`config.mk`:
```
export PLATFORM = sky130hd
export DESIGN_NAME = fetch_sequencer
export DESIGN_NICKNAME = d
export VERILOG_FILES = /design/src/rtl/fetch_sequencer.sv
export SDC_FILE = /design/constraint.sdc
export NUM_CORES = 1
export LEC_CHECK = 0
export CAP_MARGIN = 20
export CORE_ASPECT_RATIO = 2
export CORE_UTILIZATION = 40
export DETAILED_ROUTE_END_ITERATION = 6
export GPL_TIMING_DRIVEN = 1
export PLACE_DENSITY = 0.78
export REMOVE_ABC_BUFFERS = 1
export SLEW_MARGIN = 20
export SYNTH_ARGS = -nofsm -noshare
export SYNTH_HDL_FRONTEND = slang
export SYNTH_SLANG_ARGS = --single-unit
```
`constraint.sdc`:
```
create_clock -name clk -period 4.2 [get_ports clk]
set_input_delay 1.05 -clock clk [delete_from_list [all_inputs] [get_ports clk]]
set_output_delay 1.05 -clock clk [all_outputs]
set_load 0.005 [all_outputs]
```
`src/rtl/fetch_sequencer.sv`:
```
// fetch_sequencer: fetches instructions for an external PC counter and issues them downstream.
// Decodes JMP/BR/HALT on the issue handshake to steer the PC (load, relative step, or increment).
module fetch_sequencer (
  input  logic               clk,
  input  logic               rst_ni,
  input  logic signed [15:0] pc_value_i,
  output logic               mem_req_o,
  output logic        [15:0] mem_addr_o,
  input  logic               mem_ready_i,
  input  logic               mem_valid_i,
  input  logic        [15:0] mem_data_i,
  output logic               load_enable_o,
  output logic signed [15:0] load_value_o,
  output logic               offset_enable_o,
  output logic signed [8:0]  offset_o,
  output logic        [15:0] instr_o,
  output logic               instr_valid_o,
  input  logic               instr_ready_i,
  output logic               halted_o,
  output logic        [15:0] retired_count_o
);
  typedef enum logic [2:0] {IDLE, REQ, WAIT, ISSUE, HALT} state_e;
  state_e      state_q, state_d;
  logic [15:0] instr_q, instr_d;
  logic [15:0] addr_q, addr_d;
  logic [15:0] retired_q, retired_d;
  logic        hs, is_jmp, is_br, is_halt;
  assign hs      = state_q == ISSUE && instr_ready_i;
  assign is_jmp  = instr_q[15:12] == 4'hC;
  assign is_br   = instr_q[15:12] == 4'hD;
  assign is_halt = instr_q[15:12] == 4'hF;
  always_ff @(posedge clk) begin
    if (!rst_ni) begin
      state_q   <= IDLE;
      instr_q   <= '0;
      addr_q    <= '0;
      retired_q <= '0;
    end else begin
      state_q   <= state_d;
      instr_q   <= instr_d;
      addr_q    <= addr_d;
      retired_q <= retired_d;
    end
  end
  always_comb begin
    state_d = state_q;
    case (state_q)
      IDLE:    state_d = REQ;
      REQ:     state_d = mem_ready_i ? WAIT : REQ;
      WAIT:    state_d = mem_valid_i ? ISSUE : WAIT;
      ISSUE:   state_d = !hs ? ISSUE : is_halt ? HALT : REQ;
      default: state_d = HALT;
    endcase
    instr_d   = (state_q == WAIT && mem_valid_i) ? mem_data_i : instr_q;
    addr_d    = (state_q == REQ && mem_ready_i) ? pc_value_i : addr_q;
    retired_d = retired_q + {15'd0, hs};
  end
  // Everything is held at zero while reset is asserted so the counter and memory see a quiet bus.
  always_comb begin
    mem_req_o       = rst_ni && state_q == REQ;
    mem_addr_o      = !rst_ni ? 16'd0 : state_q == REQ ? pc_value_i : addr_q;
    load_enable_o   = rst_ni && (!hs || is_jmp || is_halt);
    load_value_o    = !rst_ni ? 16'sd0 : (hs && is_jmp) ? $signed({4'd0, instr_q[11:0]}) : pc_value_i;
    offset_enable_o = rst_ni && hs && is_br;
    offset_o        = (rst_ni && hs && is_br) ? $signed(instr_q[8:0]) : 9'sd0;
    instr_o         = instr_q;
    instr_valid_o   = rst_ni && state_q == ISSUE;
    halted_o        = rst_ni && state_q == HALT;
    retired_count_o = retired_q;
  end
endmodule

```
* Word-level counts from Yosys, hierarchy flattened
Cells that the tools add are included.
Word-level totals: register bits after elaboration 51, bits in latches 0, RAM bits 0, bits in read-only memories 0, input bits 37, output and inout bits 78, word-level logic and storage cells 36, memories 0
Operators by class: $add $sub $neg 1, multiply operators 0, divide/modulo/power cells 0, magnitude comparators 0, equal/unequal tests 7, shift operators 0, multiplexer cells 10, bitwise gates (word level) 0, reduce and logical (&&, ||, !) cells 14
Operators with widths (count):
- $mux W16 | 4
- $add A16 B1 Y16 | 1
- $eq A4 B4 Y1 const B | 3
- $pmux W3 S4 | 1
- $logic_and A1 B1 Y1 | 10
- $mux W9 | 1
- $eq A3 B2 Y1 const B | 2
- $mux W3 | 2
- $eq A3 B1 Y1 const B | 1
- $eq A3 B3 Y1 const B | 1
- $logic_not A3 Y1 | 1
- $logic_or A1 B1 Y1 | 2
- $mux W2 | 1
- $logic_not A1 Y1 | 1
- $mux W1 | 1

* Logic depth before layout (Yosys ltp)
Gate-level depths: netlist (run 1).
word-level depth 6, depth in mapped cells 9, depth with buffers taken out 7

* Worst setup path after synthesis (run 1)
No wires, ideal clock.
path kind input to output, start point in instr_ready_i, end point out load_value_o[10], arrival 2043 ps, data required time 3150 ps, slack 1107 ps, cell stages on the path 7, buffers on the path 3, cell sequence and4b_1 buf_4 and4_1 buf_2 buf_6 mux2i_1 nor2_1
On the way: word-level cells in the longest chain between the ends 4
RTL lines:
- start, declared | RTL line 18 | input logic instr_ready_i,
- $logic_and A1 B1 Y1 | RTL line 28 | assign hs = state_q == ISSUE && instr_ready_i;
- $logic_and A1 B1 Y1 | RTL line 63 | load_value_o = !rst_ni ? 16'sd0 : (hs && is_jmp) ? $signed({4'd0, instr_q[11:0]}) : pc_value_i;
- $mux W16 (2 in a row) | RTL line 63
- end, declared | RTL line 13 | output logic signed [15:0] load_value_o,
Every way passes these cells.

* Final worst setup path (run 1)
start point in instr_ready_i, end point out offset_o[2]
On the way: word-level cells in the longest chain between the ends 4
RTL lines:
- $logic_and A1 B1 Y1 | RTL line 28
- $logic_and A1 B1 Y1 (2 in a row) | RTL line 65 | offset_o = (rst_ni && hs && is_br) ? $signed(instr_q[8:0]) : 9'sd0;
- $mux W9 | RTL line 65
- end, declared | RTL line 15 | output logic signed [8:0] offset_o,
Every way passes these cells.

==> results of run 1 <==
-- final cells by class --
class / instances / area, um^2 / share of cell area
multi-input cells: 268 / 1390 / 0.356
repair buffers: 120 / 1220 / 0.313
flip-flops and latches: 51 / 1020 / 0.261
clock buffers: 6 / 129 / 0.0329
well taps: 84 / 105 / 0.0269
clock inverters: 1 / 30.0 / 0.00768
inverters: 3 / 11.3 / 0.00288
-- critical path: cells and delay by family --
family	cells	cell delay [ps]
buffers and inverters	3	1120
AND/OR/NAND/NOR	4	820
-- through the flow --
stage / utilization / total power [uW] / instance area [um^2]
final: 0.646 / 1140 / 3910
after global routing: 0.646 / 1190 / 3910
after CTS: 0.646 / 1150 / 3910
after detailed placement: 0.620 / 709 / 3750
after global placement: 0.620 / 706 / 3750
after floorplan: - / 592 / 2420
-- cell families (layout without fill, tap and decap cells) --
group,Yosys count,count (layout),share of synthesized area
buf+inv,28,130,0.0512
compound gates,60,60,0.122
flops,51,51,0.402
simple gates,182,182,0.327
fa+ha+maj,2,2,0.00984
mux,12,12,0.0472
xor+xnor,12,12,0.0413
-- worst min path at each step --
stage / from / endpoint / slack [ps] / cells past startpoint
after floorplan: addr_q[0]$_SDFFE_PN0P_ / addr_q[0]$_SDFFE_PN0P_ / 440 / 2
after global placement: addr_q[11]$_SDFFE_PN0P_ / addr_q[11]$_SDFFE_PN0P_ / 440 / 2
after detailed placement: addr_q[7]$_SDFFE_PN0P_ / addr_q[7]$_SDFFE_PN0P_ / 450 / 2
after CTS: addr_q[7]$_SDFFE_PN0P_ / addr_q[7]$_SDFFE_PN0P_ / 460 / 2
after global routing: addr_q[11]$_SDFFE_PN0P_ / addr_q[11]$_SDFFE_PN0P_ / 480 / 2
final: addr_q[7]$_SDFFE_PN0P_ / addr_q[7]$_SDFFE_PN0P_ / 460 / 2
-- where the power goes --
group	total [uW]	internal, uW	leakage [uW]	switching [uW]
logic	187	99.3	0.000877	87.6
clock network	442	278	0.0000769	164
registers	512	499	0.000413	13.2
-- cells in the final DEF (no fill, tap or decap), drive strengths merged, types with 2 or more instances in the layout --
master         netlist  routed
mux2i               12      12
xor2                 8       8
nor3                 2       2
and4                 4       4
dfxtp               51      51
ha                   2       2
nand2              102     102
o21ai                2       2
nand4                6       6
a21oi               54      54
and3                 7       7
clkbuf              16       6
buf                  9       6
xnor2                4       4
clkdlybuf4s50        0     114
nand3               11      11
and4b                2       2
inv                  3       3
or3                  3       3
nor2                27      27
and2                14      14
-- flip-flops by register name, summed over array words and instances (netlist names) --
| register | count |
|---|---|
| addr_q | 16 |
| instr_o | 16 |
| retired_count_o | 16 |
| state_q | 3 |
-- routing by layer --
metal  global-route usage  routed length [um]
met2                0.464                4510
met4                0.108                 187
met5                    0                   0
met1                0.228                2680
met3               0.0439                 362
==> impl_metrics.toml, run 1 <==
[floorplan]
io_pins = 115
die_w_um = 58.4
die_h_um = 115
die_area_mm2 = 0.00670
core.rowCount = 40
coreArea_mm2 = 0.00606
start_util = 0.420

[clock_tree]
clk_pin_slew_ps = 60
cts_resized = 0
post_cts_buffers = 0
cts_buffers = 5
tritoncts = "yes"
clockRootBuffer = "clkbuf_16"
clock_latency_ps = 280
holdBufCountCts = 0
htreeDepth = 2
cts_sinks = 51
clk_path_buf_depth = 2

[synth]
netlist_top_cells_count = "102 x nand2_1, 54 x a21oi_1, 51 x dfxtp_1"
ys_seq_area_frac = 0.402
mappedNetlistArea_mm2 = 0.00254
yosysTopAreaCellShare = 0.402
yosys.cell_count.top_type = "nand2_1"
yosysWarnings = 0
synth_area_leaders = "dfxtp_1 40%, nand2_1 15%, a21oi_1 11%, mux2i_1 4.7%, nor2_1 4.0%"
synth_top_cell_by_area = "dfxtp_1"
ys_ff_latch = 51
yosysUniqueCellTypes = 33
avgSynthCellArea_um2 = 7.33
async_flop_share = 0
synth_edf_count = 0
netlist_instances = 347
synthFlopType = "dfxtp_1"

[setup_path]
required_ps = 3150
r2r-start = "state_q[0]$_SDFF_PN0_"
worstSetupStartpointType = "input pin"
reg2reg_slack_ps = 1790
crit_slowest_cell = "clkdlybuf4s50_1"
cp_max_fo = 10
endpoint_kind = "output pin"
slowest_delay_ps = 500
arrival_ps = 2980
crit_type = "in2out"
crit_chain = "clkdlybuf4s50_1 > and4b_1 > and3_1 > and4b_1 > buf_12 > and2_1 > clkdlybuf4s50_1"
r2r_end = "addr_q[11]$_SDFFE_PN0P_"
worstRegToRegCells = 4
crit_end = "offset_o[2]"
crit_start = "instr_ready_i"

[route]
routed_wl_mm = 7.74
via_count = 2755
drt_iter0_markers = 123
drt.antenna.violating_nets = 0
post_drt_via_cell_ratio = 5.17
routed_wire_length_per_instance_um = 14.5
drc = 0
first_pass_iters = 4

[timing]
holdWs_ps = 458
worst_slack_ps = 166
slew_violations = 0
setup_violations = 0
hold_viol = 0
slew-limit-headroom = 0.344
min_period_ps = 4030
fin_worst_skew_ps = 4.48
fmax_mhz = 248
tightestPinTransition_ps = 984
rsz0062_at_grt = "no"
finalCritPeriodShare = 0.960
fin_tns_setup_ps = 0

[place]
placement.io_buffers = 114
place_congestion = 0.859
post-dp-hpwl_mm = 5.66
place_inst = 526
preCtsSetupSlack_ps = 181

[grt]
grt_max_degree = 40
track_usage = 0.237
first_global_vias = 2630
antenna_found_initial = 0
grt-ovfl-total = 0
grt_pass1_wl_mm = 12.2

[power]
p_per_area_mw_per_mm2 = 292
vdd_ir_drop_max_v = 0.000226
p_leak_uw = 0.00137

[status]
status = "finished clean"

[flow_run]
max_cap_violations = 0

[layout]
area_growth_pct = 53.8
fillers = 545
stdcell_count = 533
diodes = 0
nNetsFinal = 488
drive_above_1_share = 0.0312

[min_path]
hp-class = "reg2reg"
No activity file was read; power rests on OpenSTA's default activity.
==> run 2: changes to the inputs <==
--- a/config.mk
+++ b/config.mk
@@ -9,7 +9,7 @@
 export CORE_ASPECT_RATIO = 2
 export CORE_UTILIZATION = 40
 export DETAILED_ROUTE_END_ITERATION = 6
-export GPL_TIMING_DRIVEN = 1
+export GPL_TIMING_DRIVEN = 0
 export PLACE_DENSITY = 0.78
 export REMOVE_ABC_BUFFERS = 1
 export SLEW_MARGIN = 20
==> run 2 against run 1 <==
Effect of this change: non-clock buffer count decreased by 4; routed wire length decreased by 0.90%; design area decreased by 1.9%; clock-buffer cell count unchanged; critical path type unchanged; clock power decreased by 11%; sequential share of layout area increased by 0.49 points; via count decreased by 0.73%; critical path depth decreased by 1; sequential cell count unchanged; combinational power decreased by 2%; die area unchanged.
==> impl_metrics.toml, run 2 (same netlist as run 1, synthesis figures left out) <==
[clock_tree]
clockRootBuffer = "clkbuf_16"
holdBufCountCts = 0
clock_latency_ps = 280
clk_path_buf_depth = 2
htreeDepth = 2
clk_pin_slew_ps = 70
cts_sinks = 51
cts_buffers = 5
tritoncts = "yes"

[setup_path]
crit_start = "instr_ready_i"
r2r_end = "addr_q[12]$_SDFFE_PN0P_"
crit_slowest_cell = "clkdlybuf4s50_1"
crit_family = "buffers and inverters"
worstSetupStartpointType = "input pin"
required_ps = 3150
crit_end = "offset_o[4]"
crit_cells = 6
crit_chain = "clkdlybuf4s50_1 > and4b_2 > and3_1 > and4b_4 > and2_1 > clkdlybuf4s50_1"
crit_type = "in2out"
cp_max_fo = 10
r2r-start = "state_q[0]$_SDFF_PN0_"
crit_top_cell = "clkdlybuf4s50_1"
critPathBufInv = 2
reg2reg_slack_ps = 1840
slowest_delay_ps = 500
arrival_ps = 3030
worstRegToRegCells = 4
endpoint_kind = "output pin"

[place]
place_congestion = 0.878
post-dp-hpwl_mm = 5.46
placement.io_buffers = 114

[timing]
fin_worst_skew_ps = 3.40
slew-limit-headroom = 0.359
fmax_mhz = 245
finalCritPeriodShare = 0.972
setup_violations = 0
hold_viol = 0
min_period_ps = 4080
fin_tns_setup_ps = 0
slew_violations = 0
tightestPinTransition_ps = 961
rsz0062_at_grt = "no"

[route]
drt.antenna.violating_nets = 0
dr_wl_met3_um = 323
drt_iter0_markers = 154
wl_met1_mm = 2.84
post_drt_via_cell_ratio = 5.16
routed_wl_mm = 7.67
drc = 0
wl_met2_mm = 4.27
first_pass_iters = 4
routed_wire_length_per_instance_um = 14.5
via_count = 2735
topRoutingLayerUsed = "met4"

[floorplan]
core.rowCount = 40
start_util = 0.420
die_h_um = 115
io_pins = 115
coreArea_mm2 = 0.00606
die_area_mm2 = 0.00670
die_w_um = 58.4

[min_path]
hp-start = "addr_q[11]$_SDFFE_PN0P_"
hp-class = "reg2reg"

[power]
p_total_uw = 1090
p_leak_uw = 0.00132
p_per_area_mw_per_mm2 = 284
vdd_ir_drop_max_v = 0.000179

[grt]
first_global_vias = 2547
grt_max_degree = 78
grt-ovfl-total = 0
antenna_found_initial = 0
grt_pass1_wl_mm = 12.2
track_usage = 0.235

[status]
status = "finished clean"

[layout]
diodes = 0
final_cell_mix = "114 x clkdlybuf4s50_1, 102 x nand2_1, 54 x a21oi_1"
fillers = 553
nNetsFinal = 484
area_growth_pct = 51.0
final_common_cell = "clkdlybuf4s50_1"
drive_above_1_share = 0.0314

[flow_run]
max_cap_violations = 0
## run 2: where the power goes
group / internal (uW) / switching (uW) / leakage (uW)
Clock: 220 / 174 / 0.0000669
Sequential: 498 / 13.3 / 0.000413
Combinational: 96.6 / 86.1 / 0.000845
## run 2: area by class of cell
cell class	count	area, um^2	share of cell area
Clock buffer	6	129	0.0336
Timing Repair Buffer	116	1160	0.301
Tap cell	84	105	0.0274
Sequential cell	51	1020	0.266
Multi-Input combinational cell	268	1400	0.364
Clock inverter	2	12.5	0.00326
Inverter	3	16.3	0.00424
## run 2: stage by stage
| step | hold slack [ps] | cells | area, um^2 | worst slack (ps) | utilization |
|---|---|---|---|---|---|
| detailed placement | 448 | 520 | 3670 | -390 | 0.606 |
| global route | 483 | 530 | 3840 | 2.97 | 0.634 |
| global placement | 442 | 520 | 3670 | -965 | 0.606 |
| CTS | 458 | 528 | 3820 | 28.2 | 0.631 |
| finish | 458 | 530 | 3840 | 117 | 0.634 |
| floorplan | 437 | 322 | 2420 | 748 | - |
## run 2: metal layers
metal  up-vias  GRT usage
met5         -          0
met4         0      0.100
met3        18     0.0427
met2        85      0.447
met1      1289      0.243
li1       1343          -
## run 2: repair_timing
action,in CTS,in global routing
setup buffers,0,2
gates resized for setup,5,1
setup endpoints to repair,22,19
## run 2: how the worst min path moves through the flow
stage          depth (start not counted)                      end  slack, ps
2_1_floorplan                          2   addr_q[0]$_SDFFE_PN0P_        440
3_3_place_gp                           2   addr_q[2]$_SDFFE_PN0P_        440
3_5_place_dp                           2  addr_q[11]$_SDFFE_PN0P_        450
4_1_cts                                2  addr_q[11]$_SDFFE_PN0P_        460
5_1_grt                                2   addr_q[1]$_SDFFE_PN0P_        480
6_report                               2  addr_q[11]$_SDFFE_PN0P_        460
## run 2: worst register-to-register path: cells and delay by family, from the launching register on
family / cells / cell delay (ps)
DFF: 1 / 450
AOI/OAI and AO/OA: 1 / 160
and+or+nand+nor: 3 / 1680
==> run 3: changes to the inputs <==
--- a/config.mk
+++ b/config.mk
@@ -5,12 +5,14 @@
 export SDC_FILE = /design/constraint.sdc
 export NUM_CORES = 1
 export LEC_CHECK = 0
+export ABC_AREA = 1
 export CAP_MARGIN = 20
 export CORE_ASPECT_RATIO = 2
 export CORE_UTILIZATION = 40
 export DETAILED_ROUTE_END_ITERATION = 6
 export GPL_TIMING_DRIVEN = 0
-export PLACE_DENSITY = 0.78
+export HOLD_SLACK_MARGIN = 0.03
+export PLACE_DENSITY = 0.77
 export REMOVE_ABC_BUFFERS = 1
 export SLEW_MARGIN = 20
 export SYNTH_ARGS = -nofsm -noshare
==> run 3 against run 2 <==
Effect of this change: maximum frequency is 0.67% higher; via count is 6.1% higher; synthesized cell count is 12% higher; global-route usage is 0.81 points higher; design area is 2.0% higher; largest cell class unchanged.
==> impl_metrics.toml, run 3 <==
[status]
status = "finished clean"

[timing]
rsz0062_at_grt = "no"
setup_violations = 0
fmax_mhz = 247
finalCritPeriodShare = 0.966
min_period_ps = 4060
tightestPinTransition_ps = 998
hold_viol = 0
slew_violations = 0
fin_worst_skew_ps = 6.93
holdWs_ps = 485
slew-limit-headroom = 0.333

[floorplan]
core.rowCount = 40
coreArea_mm2 = 0.00606
io_pins = 115
start_util = 0.421
die_h_um = 115
die_area_mm2 = 0.00671
die_w_um = 58.4

[synth]
netlist_top_cells_count = "87 x nor2_1, 61 x nand2_1, 51 x dfxtp_1, 51 x o21ai_0, 45 x a21oi_1"
yosysWarnings = 0
yosysUniqueCellTypes = 30
synth_edf_count = 0
async_flop_share = 0
avgSynthCellArea_um2 = 6.57
synth_area_leaders = "dfxtp_1 40%, nor2_1 13%, o21ai_0 10%, nand2_1 9.0%, a21oi_1 8.8%"
ys_seq_area_frac = 0.401
ys_ff_latch = 51
yosys.cell_count.top_type = "nor2_1"
synthFlopType = "dfxtp_1"
netlist_instances = 388
mappedNetlistArea_mm2 = 0.00255
yosysTopAreaCellShare = 0.401
synth_top_cell_by_area = "dfxtp_1"

[power]
seq_power_share = 0.445
pwr-share-clk = 0.381
vdd_ir_drop_max_v = 0.000285
combPwrFrac = 0.174
p_per_area_mw_per_mm2 = 297
p_total_uw = 1160
p_leak_uw = 0.00148
p_int_uw = 888
swShare = 0.236
p_switching_uw = 275

[min_path]
hp-start = "retired_count_o[14]$_SDFF_PN0_"
hold_end = "retired_count_o[14]$_SDFF_PN0_"
hp-class = "reg2reg"
holdPathStages = 2

[setup_path]
arrival_ps = 3010
critPathBufInv = 4
r2r-start = "state_q[1]$_SDFF_PN0_"
worstSetupStartpointType = "input pin"
slowest_delay_ps = 580
crit_family = "buffers and inverters"
required_ps = 3150
worstRegToRegCells = 10
crit_type = "in2out"
r2r_end = "retired_count_o[12]$_SDFF_PN0_"
cp_max_fo = 41
crit_chain = "buf_2 > buf_12 > clkinvlp_2 > a21oi_1 > clkdlybuf4s50_1"
endpoint_kind = "output pin"
crit_slowest_cell = "clkinvlp_2"
reg2reg_slack_ps = 2010

[clock_tree]
cts_sinks = 51
htreeDepth = 2
clk_path_buf_depth = 2
clockRootBuffer = "clkbuf_16"
tritoncts = "yes"
cts_buffers = 5
clk_pin_slew_ps = 60
holdBufCountCts = 0
clock_latency_ps = 280

[layout]
fillers = 579
area_growth_pct = 53.6
postLayoutCoreUtil = 0.646
nNetsFinal = 534
drive_above_1_share = 0.0424
final_cell_mix = "113 x clkdlybuf4s50_1, 87 x nor2_1, 61 x nand2_1"
final_common_cell = "clkdlybuf4s50_1"
finish.instance_area_mm2 = 0.00391
diodes = 0
stdcell_count = 579

[route]
routed_wl_mm = 8.06
routed_wire_length_per_instance_um = 13.9
post_drt_via_cell_ratio = 5.01
drc = 0
drt.antenna.violating_nets = 0
via_count = 2901
first_pass_iters = 4
drt_iter0_markers = 130

[grt]
antenna_found_initial = 0
grt_pass1_wl_mm = 12.6
grt-ovfl-total = 0
grt_max_degree = 42
track_usage = 0.244
first_global_vias = 2697

[place]
place_inst = 569
placed_area_mm2 = 0.00372
post-dp-hpwl_mm = 5.72
place_congestion = 0.880
placement.io_buffers = 114

[flow_run]
max_cap_violations = 0
run 3: cells by family after synthesis:
family / synth area share
compound gates: 0.207
buf+inv: 0.0982
xor+xnor: 0.00344
simple gates: 0.281
flops: 0.401
fa+ha+maj: 0.00982
run 3: how the worst max path moves through the flow:
stage                        startpoint         endpoint  slack [ps]  depth (start not counted)
final                            rst_ni   mem_addr_o[15]         140                          5
after detailed placement         rst_ni      offset_o[7]        -350                          7
after CTS                 instr_ready_i  load_value_o[1]          50                          6
after global placement           rst_ni      offset_o[3]       -2100                          6
after floorplan                  rst_ni      offset_o[0]        1220                          4
after global routing      instr_ready_i  load_value_o[3]          60                          5
run 3: worst min-delay path: cells and delay by family (launching register included):
family / cells / cell delay (ps)
AO/OA/AOI/OAI: 2 / 130
flip-flops: 1 / 310
run 3: layer usage:
layer  vias to the layer above  GRT usage  routed length [um]
met2                        96      0.454                4440
li1                       1467          -                   -
met3                        22     0.0371                 325
met1                      1316      0.255                3010
met5                         -          0                   0
met4                         0      0.122                 282
run 3: through the flow:
step	TNS, ps	setup WS (ps)
2_1_floorplan	0	1220
6_report	0	144
4_1_cts	0	46.3
3_5_place_dp	-3030	-347
3_3_place_gp	-56150	-2100
5_1_grt	0	62.1
run 3: area by class of cell:
class	instances	area, um^2	area share
multi-input cells	277	1290	0.330
repair buffers	116	1160	0.297
flip-flops and latches	51	1020	0.261
inverters	43	168	0.0428
clock buffers	6	129	0.0329
well taps	84	105	0.0269
clock inverters	1	30.0	0.00767
repair inverters	1	5.00	0.00128
run 3: repair_timing:
item                                   4_1_cts  5_1_grt
pin swaps                                    0        1
resized for setup                            2        0
buffers inserted                             1        0
endpoints found under the hold margin        0        0
setup endpoints to repair                   10       12
cloned                                       1        1
run 3: power by group through the flow:
stage | clock network [uW] | registers, uW | logic (uW)
2_1_floorplan | 0 | 526 | 79.5
5_1_grt | 474 | 519 | 223
3_3_place_gp | 0 | 527 | 197
3_5_place_dp | 0 | 527 | 200
4_1_cts | 452 | 517 | 204
6_report | 443 | 517 | 203
